[src/rtl/axi4_rd_arbiter_2to1.sv]
// Two-master AXI4 read arbiter: round-robin AR into one registered slave AR,
// RID MSB carries the master index and steers R beats back combinationally.
module axi4_rd_arbiter_2to1 #(
  parameter int ADDR_WIDTH      = 32,
  parameter int ID_WIDTH        = 4,
  parameter int RDATA_WIDTH     = 32,
  parameter int MAX_OUTSTANDING = 4
) (
  input  logic                   ACLK,
  input  logic                   ARESET,
  // master 0
  input  logic                   m0_arvalid,
  input  logic [ADDR_WIDTH-1:0]  m0_araddr,
  input  logic [7:0]             m0_arlen,
  input  logic [2:0]             m0_arsize,
  input  logic [1:0]             m0_arburst,
  input  logic [ID_WIDTH-1:0]    m0_arid,
  output logic                   m0_arready,
  output logic                   m0_rvalid,
  output logic [RDATA_WIDTH-1:0] m0_rdata,
  output logic [1:0]             m0_rresp,
  output logic                   m0_rlast,
  output logic [ID_WIDTH-1:0]    m0_rid,
  input  logic                   m0_rready,
  // master 1
  input  logic                   m1_arvalid,
  input  logic [ADDR_WIDTH-1:0]  m1_araddr,
  input  logic [7:0]             m1_arlen,
  input  logic [2:0]             m1_arsize,
  input  logic [1:0]             m1_arburst,
  input  logic [ID_WIDTH-1:0]    m1_arid,
  output logic                   m1_arready,
  output logic                   m1_rvalid,
  output logic [RDATA_WIDTH-1:0] m1_rdata,
  output logic [1:0]             m1_rresp,
  output logic                   m1_rlast,
  output logic [ID_WIDTH-1:0]    m1_rid,
  input  logic                   m1_rready,
  // slave
  output logic                   s_arvalid,
  output logic [ADDR_WIDTH-1:0]  s_araddr,
  output logic [7:0]             s_arlen,
  output logic [2:0]             s_arsize,
  output logic [1:0]             s_arburst,
  output logic [ID_WIDTH:0]      s_arid,
  input  logic                   s_arready,
  input  logic                   s_rvalid,
  input  logic [RDATA_WIDTH-1:0] s_rdata,
  input  logic [1:0]             s_rresp,
  input  logic                   s_rlast,
  input  logic [ID_WIDTH:0]      s_rid,
  output logic                   s_rready,
  output logic                   err_unexp_r
);

  localparam int CNT_W = $clog2(MAX_OUTSTANDING + 1);
  localparam logic [CNT_W-1:0] CNT_MAX = CNT_W'(MAX_OUTSTANDING);

  typedef enum logic {IDLE = 1'b0, HOLD = 1'b1} state_t;

  state_t state_reg, state_next;
  logic   last_grant_reg, last_grant_next;
  logic   winner;
  logic   ar_hs;

  logic [1:0]                  arvalid_vec;
  logic [1:0][ADDR_WIDTH-1:0]  araddr_vec;
  logic [1:0][7:0]             arlen_vec;
  logic [1:0][2:0]             arsize_vec;
  logic [1:0][1:0]             arburst_vec;
  logic [1:0][ID_WIDTH-1:0]    arid_vec;

  logic [1:0]                  eligible;
  logic [1:0]                  inc;
  logic [1:0]                  dec;
  logic [1:0]                  unexp;
  logic [1:0][CNT_W-1:0]       cnt_vec;

  logic                        r_sel;
  logic                        r_done;
  logic                        err_reg;

  logic [ADDR_WIDTH-1:0]       s_araddr_reg;
  logic [7:0]                  s_arlen_reg;
  logic [2:0]                  s_arsize_reg;
  logic [1:0]                  s_arburst_reg;
  logic [ID_WIDTH:0]           s_arid_reg;

  assign arvalid_vec = {m1_arvalid, m0_arvalid};
  assign araddr_vec  = {m1_araddr, m0_araddr};
  assign arlen_vec   = {m1_arlen, m0_arlen};
  assign arsize_vec  = {m1_arsize, m0_arsize};
  assign arburst_vec = {m1_arburst, m0_arburst};
  assign arid_vec    = {m1_arid, m0_arid};

  // R steering: the RID MSB names the master that owns the beat
  assign r_sel  = s_rid[ID_WIDTH];
  assign r_done = s_rvalid && s_rready && s_rlast;

  // Per-master outstanding-burst counters and eligibility
  genvar gi;
  generate
    for (gi = 0; gi < 2; gi++) begin : g_master
      logic [CNT_W-1:0] cnt_reg;

      assign eligible[gi] = arvalid_vec[gi] && (cnt_reg < CNT_MAX);
      assign inc[gi]      = ar_hs && (winner == 1'(gi));
      assign dec[gi]      = r_done && (r_sel == 1'(gi));
      assign unexp[gi]    = dec[gi] && (cnt_reg == '0);
      assign cnt_vec[gi]  = cnt_reg;

      always_ff @(posedge ACLK or posedge ARESET) begin
        if (ARESET) begin
          cnt_reg <= '0;
        end else if (inc[gi] && !dec[gi]) begin
          cnt_reg <= cnt_reg + CNT_W'(1);
        end else if (dec[gi] && !inc[gi] && (cnt_reg != '0)) begin
          cnt_reg <= cnt_reg - CNT_W'(1);
        end
      end
    end
  endgenerate

  // AR arbitration: grant only from IDLE so s_arready never reaches mX_arready
  always_comb begin
    state_next      = state_reg;
    last_grant_next = last_grant_reg;
    winner          = 1'b0;
    ar_hs           = 1'b0;
    case (state_reg)
      IDLE: begin
        if (|eligible) begin
          ar_hs           = 1'b1;
          winner          = (&eligible) ? ~last_grant_reg : eligible[1];
          last_grant_next = winner;
          state_next      = HOLD;
        end
      end
      HOLD: begin
        if (s_arready) begin
          state_next = IDLE;
        end
      end
      default: state_next = IDLE;
    endcase
  end

  always_ff @(posedge ACLK or posedge ARESET) begin
    if (ARESET) begin
      state_reg      <= IDLE;
      last_grant_reg <= 1'b1;
    end else begin
      state_reg      <= state_next;
      last_grant_reg <= last_grant_next;
    end
  end

  always_ff @(posedge ACLK or posedge ARESET) begin
    if (ARESET) begin
      s_araddr_reg  <= '0;
      s_arlen_reg   <= '0;
      s_arsize_reg  <= '0;
      s_arburst_reg <= '0;
      s_arid_reg    <= '0;
    end else if (ar_hs) begin
      s_araddr_reg  <= araddr_vec[winner];
      s_arlen_reg   <= arlen_vec[winner];
      s_arsize_reg  <= arsize_vec[winner];
      s_arburst_reg <= arburst_vec[winner];
      s_arid_reg    <= {winner, arid_vec[winner]};
    end
  end

  always_ff @(posedge ACLK or posedge ARESET) begin
    if (ARESET) begin
      err_reg <= 1'b0;
    end else begin
      err_reg <= |unexp;
    end
  end

  assign m0_arready  = ar_hs && !winner;
  assign m1_arready  = ar_hs && winner;

  assign s_arvalid   = (state_reg == HOLD);
  assign s_araddr    = s_araddr_reg;
  assign s_arlen     = s_arlen_reg;
  assign s_arsize    = s_arsize_reg;
  assign s_arburst   = s_arburst_reg;
  assign s_arid      = s_arid_reg;

  assign m0_rvalid   = s_rvalid && !r_sel;
  assign m1_rvalid   = s_rvalid && r_sel;
  assign s_rready    = r_sel ? m1_rready : m0_rready;
  assign m0_rdata    = s_rdata;
  assign m1_rdata    = s_rdata;
  assign m0_rresp    = s_rresp;
  assign m1_rresp    = s_rresp;
  assign m0_rlast    = s_rlast;
  assign m1_rlast    = s_rlast;
  assign m0_rid      = s_rid[ID_WIDTH-1:0];
  assign m1_rid      = s_rid[ID_WIDTH-1:0];

  assign err_unexp_r = err_reg;

endmodule

[config.mk]
export PLATFORM = sky130hd
export DESIGN_NAME = axi4_rd_arbiter_2to1
export DESIGN_NICKNAME = d
export VERILOG_FILES = /design/src/rtl/axi4_rd_arbiter_2to1.sv
export SDC_FILE = /design/constraint.sdc
export NUM_CORES = 1
export LEC_CHECK = 0
export BUFFER_PORTS_ARGS = -buffer_cell sky130_fd_sc_hd__buf_2
export CORE_AREA = 2 2 107 109
export DETAILED_ROUTE_END_ITERATION = 10
export DIE_AREA = 0 0 109 111
export GPL_ROUTABILITY_DRIVEN = 0
export PLACE_DENSITY = 0.7
export SLEW_MARGIN = 20
export SYNTH_ARGS = -nofsm -noshare
export SYNTH_HDL_FRONTEND = slang
export SYNTH_SLANG_ARGS = --single-unit
[constraint.sdc]
create_clock -name ACLK -period 2.6 [get_ports ACLK]
set_input_delay 0.26 -clock ACLK [delete_from_list [all_inputs] [get_ports ACLK]]
set_output_delay 0.26 -clock ACLK [all_outputs]
set_load 0.03 [all_outputs]
==> results of run 1 <==
[placed cells by master, fill, tap and decap left out, drive strengths merged, types with 6 or more instances in the layout]
cell type,n
a221o,10
a31oi,40
buf,172
clkbuf,11
dfrtp,58
inv,6
nand2,82
nor2,46
nor2b,11
[worst max path at each step]
stage / from / end / slack (ns)
floorplan: s_arvalid / g_master[1].cnt_reg[2] / 0.19
global placement: s_arvalid / g_master[0].cnt_reg[2] / 0.50
detailed placement: g_master[0].cnt_reg[2] / g_master[0].cnt_reg[2] / 0.41
CTS: s_arvalid / m1_arready / 0.27
global route: s_arvalid / m1_arready / 0.17
finish: s_arvalid / m1_arready / 0.32
[routing by layer]
layer | GRT usage, % | wire length [um]
met2 | 29.6 | 5070
met3 | 5.76 | 1030
met1 | 17.4 | 3600
met5 | 0 | 0
met4 | 5.64 | 131
[through the flow]
step	util, %	cells	cell area [um^2]	setup WS, ns
finish	39.4	619	4360	0.324
global route	39.4	619	4360	0.168
CTS	39.4	619	4360	0.270
detailed placement	36.7	603	4070	0.410
global placement	36.7	603	4070	0.503
floorplan	-	386	3710	0.186
[power groups by stage]
| stage | clock network, mW | logic (mW) | registers (mW) |
|---|---|---|---|
| after floorplan | 0 | 1.53 | 2.41 |
| after global placement | 0 | 2.75 | 1.63 |
| after detailed placement | 0 | 2.83 | 1.66 |
| after CTS | 1.22 | 2.82 | 1.65 |
| after global routing | 1.26 | 3.03 | 1.69 |
| final | 1.17 | 2.79 | 1.64 |
[final cells by class]
type / instances / area, um^2
clock buffer: 11 / 243
clock inverter: 5 / 52.6
inverter: 6 / 22.5
multi-input combinational: 223 / 1470
fill: 1106 / 6720
timing repair buffer: 172 / 913
tap: 143 / 179
sequential: 59 / 1480
[cells by family after synthesis]
kind of cell	Yosys count	share of synthesized area, %
flops	59	39.8
buf+inv	104	20.5
simple gates	152	18.3
xor+xnor	3	0.708
mux	4	1.15
compound gates	62	18.5
fa+ha+maj	2	1.08
==> flow_metrics.tcl, run 1 <==
set metrics [dict create \
    status "finished clean" \
    total_power_mw 5.60 \
    min_period_ns 2.28 \
    clkSinkCount 59 \
    cp_num_cells 5 \
    drive_above_1_share_pct 49.6 \
    dp_hpwl_mm 7.48 \
    hold_slack_ns 0.0272 \
    reg2reg_depth 7 \
    r2r_end "g_master[0].cnt_reg[2]" \
    postSynth.asyncResetShare_pct 100 \
    synth_common_cells "81 x nand2_1, 79 x buf_4, 58 x dfrtp_1" \
    fin_skew_ns 0.00786 \
    clockPowerShare_pct 21.0 \
    synth_cell_type_count 41 \
    irDropWorstVdd_mv 0.462 \
    finalSetupTns_ns 0 \
    portBuffers 166 \
    htree_num_levels 3 \
    grt_pass1_vias 3007 \
    grt.total_usage_pct 16.4 \
    criticalPathCategory "flop to output pin" \
    cts_tree "yes" \
    area_delta_synth_final_pct 17.5 \
    synthCells 386 \
    worst-path-buf-inv 3 \
    swShare_pct 44.8 \
    synth.top_cell.area_share_pct 39.1 \
    drt_pass1_iterations 4 \
    max-clock-path-buffers 2 \
    rows 39 \
    yosysTopAreaCell "dfrtp_1" \
    synth-edff-count 0 \
    wirelength_mm 9.84 \
    yosysMostFrequentCell "nand2_1" \
    clk_latency_ns 0.32 \
    reg2reg_slack_ns 0.40 \
    avgViaCountPerCell 4.77 \
    postSynthAreaPerCell_um2 9.62 \
    final_nets 619 \
    crit_chain "nor3b_2 -> nand2_2 -> inv_2 -> buf_4 -> buf_2" \
    netlist_area_um2 3710 \
    gr-total-overflow 0 \
    crit_arrival_ns 2.02 \
    largest_reg_flops 32 \
    post-route-period-util_pct 87.5 \
    dieArea_um2 12100 \
    grt_antenna_before_repair 0 \
    cts_hold_buf 0 \
    setup_violations 0 \
    seq_area_frac_synth_pct 39.8 \
    combPwrFrac_pct 49.8 \
    seqPwrFrac_pct 29.2 \
    start_util_pct 33.5 \
    ys.flop_type "dfrtp_1" \
    routedWlPerCell_um 15.9 \
    relSlewSlack_pct 51.9 \
    path_clk_slew_ns 0.05 \
    timing.rr.start "g_master[0].cnt_reg[2]" \
    p_leak_nw 2.03 \
    cts_buffers 9 \
    slew_violations 0 \
    syn_nets 534 \
    drtAntennaViolNets 0 \
    critPathCaptureType "output pin" \
    grt_max_degree 53 \
    fmax_mhz 439 \
    io-pin-count 281 \
    worstPathMaxFanout 52 \
    min_path_type "input pin to async pin" \
    startpoint_type "flop" \
    critPathMaxStageDelay_ns 0.46 \
    grt_pass1_wl_mm 15.5 \
    rsz0062_at_grt "no" \
    clock-root-buffer "clkbuf_16" \
    vias 2955 \
    drt_iter0_drc 134 \
    post_cts_resize_count 0 \
    intPower_mw 3.09 \
    die_h_um 111 \
    diodes 0 \
    drcViolationCount 0 \
    tightest_slew_ns 0.720 \
    cp_top_family "buffers and inverters" \
    drv_cap 0 \
    cp.required_ns 2.34 \
    crit_slowest_cell "buf_4" \
    final-hold-violation-count 0 \
    p_switching_mw 2.51 \
    cts_setup_buffers 0 \
    coreArea_um2 11100 \
    synth_area_leaders "dfrtp_1 39%, buf_4 16%, a31oi_2 13%" \
    yosys_warnings 0 \
    dieWidth_um 109 \
    ys_ff_latch 59 \
    cellPowerDensity_nw_per_um2 1280 \
]
Power figures use the tool's default switching activity.
==> inputs of run 2 (changes only) <==
--- a/config.mk
+++ b/config.mk
@@ -11,6 +11,7 @@
 export DIE_AREA = 0 0 109 111
 export GPL_ROUTABILITY_DRIVEN = 0
 export PLACE_DENSITY = 0.7
+export REMOVE_ABC_BUFFERS = 1
 export SLEW_MARGIN = 20
 export SYNTH_ARGS = -nofsm -noshare
 export SYNTH_HDL_FRONTEND = slang
==> run 2 against run 1 <==
Compared with the run above: the run now ends with hold timing left; flip-flop and latch count unchanged; worst hold slack worse by 0.045 ns; die area unchanged; sequential power barely moved; clock skew hardly changed; cell area grew 0.20%; register-to-register slack improved by 0.07 ns; critical endpoint unchanged; largest power group unchanged.
==> flow_metrics.tcl, run 2 (synthesis gave the netlist of run 1 again) <==
set metrics [dict create \
    status "finished, violations left" \
    failed_checks "hold timing" \
    dp_hpwl_mm 11.3 \
    max-clock-path-buffers 2 \
    vias 3038 \
    grt_pass1_wl_mm 18.3 \
    drcViolationCount 0 \
    total_power_mw 5.59 \
    cts_hold_buf 0 \
    portBuffers 166 \
    crit_chain "nor3b_2 -> nand2_2 -> inv_2 -> buf_4 -> buf_2" \
    dp_slack_ns 0.495 \
    rsz0062_at_grt "no" \
    largest_reg_flops 32 \
    final_cell_mix "166 x buf_2, 81 x nand2_1, 58 x dfrtp_1" \
    grt.total_usage_pct 22.0 \
    routedWlPerCell_um 22.2 \
    rows 39 \
    criticalPathCategory "flop to output pin" \
    cellPowerDensity_nw_per_um2 1280 \
    hold_slack_ns -0.0176 \
    crit_slowest_cell "buf_4" \
    drtAntennaViolNets 0 \
    critPathCaptureType "output pin" \
    post-route-period-util_pct 89.1 \
    worstPathMaxFanout 52 \
    drive_above_1_share_pct 49.8 \
    crit_arrival_ns 2.06 \
    drt_pass1_iterations 4 \
    finalSetupTns_ns 0 \
    drt_iter0_drc 202 \
    clk_latency_ns 0.32 \
    grt_antenna_before_repair 0 \
    critPathMaxStageDelay_ns 0.47 \
    htree_num_levels 3 \
    final_common_cell "buf_2" \
    fmax_mhz 432 \
    grt_pass1_vias 2824 \
    irDropWorstVdd_mv 0.489 \
    final_nets 619 \
    io-pin-count 281 \
    die_h_um 111 \
    p_leak_nw 2.02 \
    drv_cap 0 \
    cp.required_ns 2.34 \
    dieArea_um2 12100 \
    relSlewSlack_pct 62.8 \
    avgViaCountPerCell 4.91 \
    cts_tree "yes" \
    fin_area_um2 4370 \
    startpoint_type "flop" \
    start_util_pct 33.5 \
    gr-total-overflow 0 \
    fin_cells 619 \
    fin_skew_ns 0.00811 \
    area_delta_synth_final_pct 17.7 \
    final-hold-violation-count 14 \
    tightest_slew_ns 0.558 \
    cts_buffers 9 \
    diodes 0 \
    dieWidth_um 109 \
    post_cts_resize_count 0 \
    setup_violations 0 \
    grt_max_degree 60 \
    min_path_type "input pin to async pin" \
    clkSinkCount 59 \
    min_period_ns 2.32 \
    layout_setup_ws_ns 0.284 \
    post_dp_cell_area_um2 4070 \
    path_clk_slew_ns 0.06 \
    coreArea_um2 11100 \
    slew_violations 0 \
    clock-root-buffer "clkbuf_16" \
    cts_setup_buffers 0 \
    wirelength_mm 13.7 \
    dp_cells 603 \
]
run 2: cell count changes in the layout (fill, tap and decap cells not counted), sizes merged:
| cell | change |
|---|---|
| clkbuf | -1 |
| clkinv | -2 |
| clkinvlp | +3 |
run 2: worst paths after layout:
kind | from | to | slack (ns) | depth (start not counted)
max | s_arvalid | m1_arready | 0.28 | 5
min | ARESET | s_araddr[7] | -0.02 | 3
max reg2reg | s_arvalid | g_master[1].cnt_reg[1] | 0.47 | 6
min reg2reg | last_grant_reg | last_grant_reg | 0.53 | 2
max in group asynchronous | ARESET | last_grant_reg | 2.27 | 3
min in group ACLK | m0_araddr[28] | s_araddr[28] | 0.16 | 2
run 2: critical path: cells and delay by family (launching register included):
family	cells	cell delay, ns
DFF	1	0.46
buffers and inverters	3	0.83
and+or+nand+nor	2	0.44
run 2: final cells by class:
class                      count  area [um^2]
clock buffer                  10          239
clock inverter                 6         65.1
fill                        1127         6710
inverter                       6         22.5
multi-input combinational    223         1470
sequential                    59         1480
tap                          143          179
timing repair buffer         172          913
run 2: where the power goes:
group / switching [mW] / internal, mW / total [mW]
Sequential: 0.285 / 1.36 / 1.65
Combinational: 1.80 / 0.952 / 2.75
Clock: 0.423 / 0.765 / 1.19
Total: 2.51 / 3.08 / 5.59
run 2: layer usage:
layer  part of all wire, %  track usage [%]
met5                  0.33             5.36
met4                   4.0             10.2
met2                    46             33.7
met3                    18             19.3
met1                    32             19.7
run 2: stage by stage:
stage,hold slack [ns],util (%)
3_5_place_dp,0.359,36.7
6_report,-0.0176,39.5
4_1_cts,0.00708,39.5
5_1_grt,0.0144,39.5
2_1_floorplan,0.405,-
3_3_place_gp,0.356,36.7
==> inputs of run 3 (changes only) <==
--- a/config.mk
+++ b/config.mk
@@ -5,7 +5,7 @@
 export SDC_FILE = /design/constraint.sdc
 export NUM_CORES = 1
 export LEC_CHECK = 0
-export BUFFER_PORTS_ARGS = -buffer_cell sky130_fd_sc_hd__buf_2
+export BUFFER_PORTS_ARGS = -buffer_cell sky130_fd_sc_hd__buf_4
 export CORE_AREA = 2 2 107 109
 export DETAILED_ROUTE_END_ITERATION = 10
 export DIE_AREA = 0 0 109 111
==> constraint.sdc (replaced) <==
create_clock -name ACLK -period 2.6 [get_ports ACLK]
set_input_delay 0.13 -clock ACLK [delete_from_list [all_inputs] [get_ports ACLK]]
set_output_delay 0.13 -clock ACLK [all_outputs]
set_load 0.03 [all_outputs]
==> run 3 against run 2 <==
Compared with the run above: the flow now finishes without violations; sequential power barely moved; wire length is 5.1% higher; count of clock-buffer cells in the layout increased by 3; clock skew fell by 0.00061 ns; largest power group unchanged.
==> flow_metrics.tcl, run 3 (synthesis gave the netlist of run 1 again) <==
set metrics [dict create \
    min_period_ns 2.13 \
    cts_buffers 9 \
    reg2reg_depth 8 \
    worstPathMaxFanout 52 \
    post_cts_resize_count 0 \
    cts_hold_buf 1 \
    dp_slack_ns 0.517 \
    rows 39 \
    drv_cap 0 \
    cts_setup_buffers 0 \
    drt_iter0_drc 211 \
    crit_chain "nor3b_2 -> nand2_2 -> inv_2 -> buf_4 -> buf_4" \
    largest_reg_flops 32 \
    slew_violations 0 \
    layout_setup_ws_ns 0.473 \
    min_path_type "input pin to flop" \
    rsz0062_at_grt "no" \
    final_cell_mix "169 x buf_4, 81 x nand2_1, 58 x dfrtp_1" \
    fmax_mhz 470 \
    min_path_cells 2 \
    irDropWorstVdd_mv 0.501 \
    worst-path-buf-inv 3 \
    status "finished clean" \
    dieWidth_um 109 \
    clk_latency_ns 0.32 \
    vias 3056 \
    portBuffers 166 \
    grt_pass1_vias 3021 \
    cp.required_ns 2.47 \
    drive_above_1_share_pct 49.1 \
    crit_slowest_cell "buf_4" \
    nFillCells 1060 \
    timing.rr.start "s_arvalid" \
    io-pin-count 281 \
    criticalPathCategory "flop to output pin" \
    cellPowerDensity_nw_per_um2 1210 \
    drcViolationCount 0 \
    wl_met2_mm 7.02 \
    dieArea_um2 12100 \
    wl_met1_mm 4.52 \
    grt_max_degree 53 \
    tightest_slew_ns 0.712 \
    die_h_um 111 \
    fin_skew_ns 0.00750 \
    final-hold-violation-count 0 \
    critPathMaxStageDelay_ns 0.47 \
    routedWlPerCell_um 23.3 \
    start_util_pct 33.5 \
    area_delta_synth_final_pct 28.1 \
    cp_common_cell "buf_4" \
    wirelength_mm 14.4 \
    htree_num_levels 3 \
    hold_end "s_araddr[27]" \
    avgViaCountPerCell 4.93 \
    clkSinkCount 59 \
    drtAntennaViolNets 0 \
    gr-total-overflow 0 \
    hp-start "m1_araddr[27]" \
    grt_antenna_before_repair 0 \
    critPathCaptureType "output pin" \
    grt.total_usage_pct 23.4 \
    post-route-period-util_pct 81.8 \
    r2r_end "g_master[1].cnt_reg[2]" \
    dp_hpwl_mm 11.9 \
    cp_top_family "buffers and inverters" \
    fin_util_pct 42.9 \
    path_clk_slew_ns 0.05 \
    setup_violations 0 \
    final_nets 620 \
    drt_pass1_iterations 4 \
    diodes 0 \
    relSlewSlack_pct 52.5 \
    p_leak_nw 2.17 \
    coreArea_um2 11100 \
    final_common_cell "buf_4" \
    routed-wl-met3_mm 2.65 \
    clock-root-buffer "clkbuf_16" \
    grt_pass1_wl_mm 19.8 \
    max-clock-path-buffers 2 \
    cts_tree "yes" \
    crit_arrival_ns 2.00 \
    total_power_mw 5.77 \
    reg2reg_slack_ns 0.51 \
    startpoint_type "flop" \
    highest_layer "met5" \
]
## run 3: changes by cell type in the layout (fill, tap and decap cells not counted), sizes merged
cell,before,now
clkinvlp,4,0
clkinv,1,3
bufinv,1,0
clkbuf,10,13
dlygate4sd3,0,1
## run 3: worst reg2reg max path, delay by kind of cell, from the launching register on
family | cells | cell delay, ns
buf+inv | 1 | 0.06
compound gates | 2 | 0.43
simple gates | 3 | 0.49
flops | 1 | 0.44
fa+ha+maj | 1 | 0.38
xor+xnor | 1 | 0.16
## run 3: power by group
part | internal, mW | switching [mW]
combinational | 1.22 | 1.83
clock | 0.665 | 0.393
sequential | 1.36 | 0.299
## run 3: worst max-delay path by stage
| stage | cells past startpoint | endpoint | start |
|---|---|---|---|
| after floorplan | 8 | g_master[1].cnt_reg[2] | s_arvalid |
| after global placement | 6 | g_master[1].cnt_reg[1] | s_arvalid |
| after detailed placement | 6 | g_master[1].cnt_reg[1] | s_arvalid |
| after CTS | 5 | m1_arready | s_arvalid |
| after global routing | 8 | g_master[1].cnt_reg[2] | s_arvalid |
| final | 5 | m1_arready | s_arvalid |
## run 3: metal layers
metal / up-vias / GRT usage (%)
met5: - / 5.36
met4: 2 / 6.15
met3: 14 / 20.2
met2: 229 / 38.5
met1: 1418 / 21.0
li1: 1393 / -
## run 3: through the flow
step / area (um^2) / instances / TNS (ns) / hold WS (ns)
finish: 4760 / 620 / 0 / 0.0332
global route: 4760 / 620 / 0 / 0.0300
CTS: 4760 / 620 / 0 / 0.0220
detailed placement: 4480 / 603 / 0 / 0.261
global placement: 4480 / 603 / 0 / 0.261
floorplan: 2970 / 288 / -1.26 / 0.260
## run 3: cell type report
type                       count  area, um^2  share of cell area, %
clock inverter                 3        15.0                  0.316
tap                          143         179                   3.76
multi-input combinational    223        1470                   31.0
inverter                       6        22.5                  0.473
sequential                    59        1480                   31.1
timing repair buffer         173        1340                   28.1
clock buffer                  13         250                   5.26
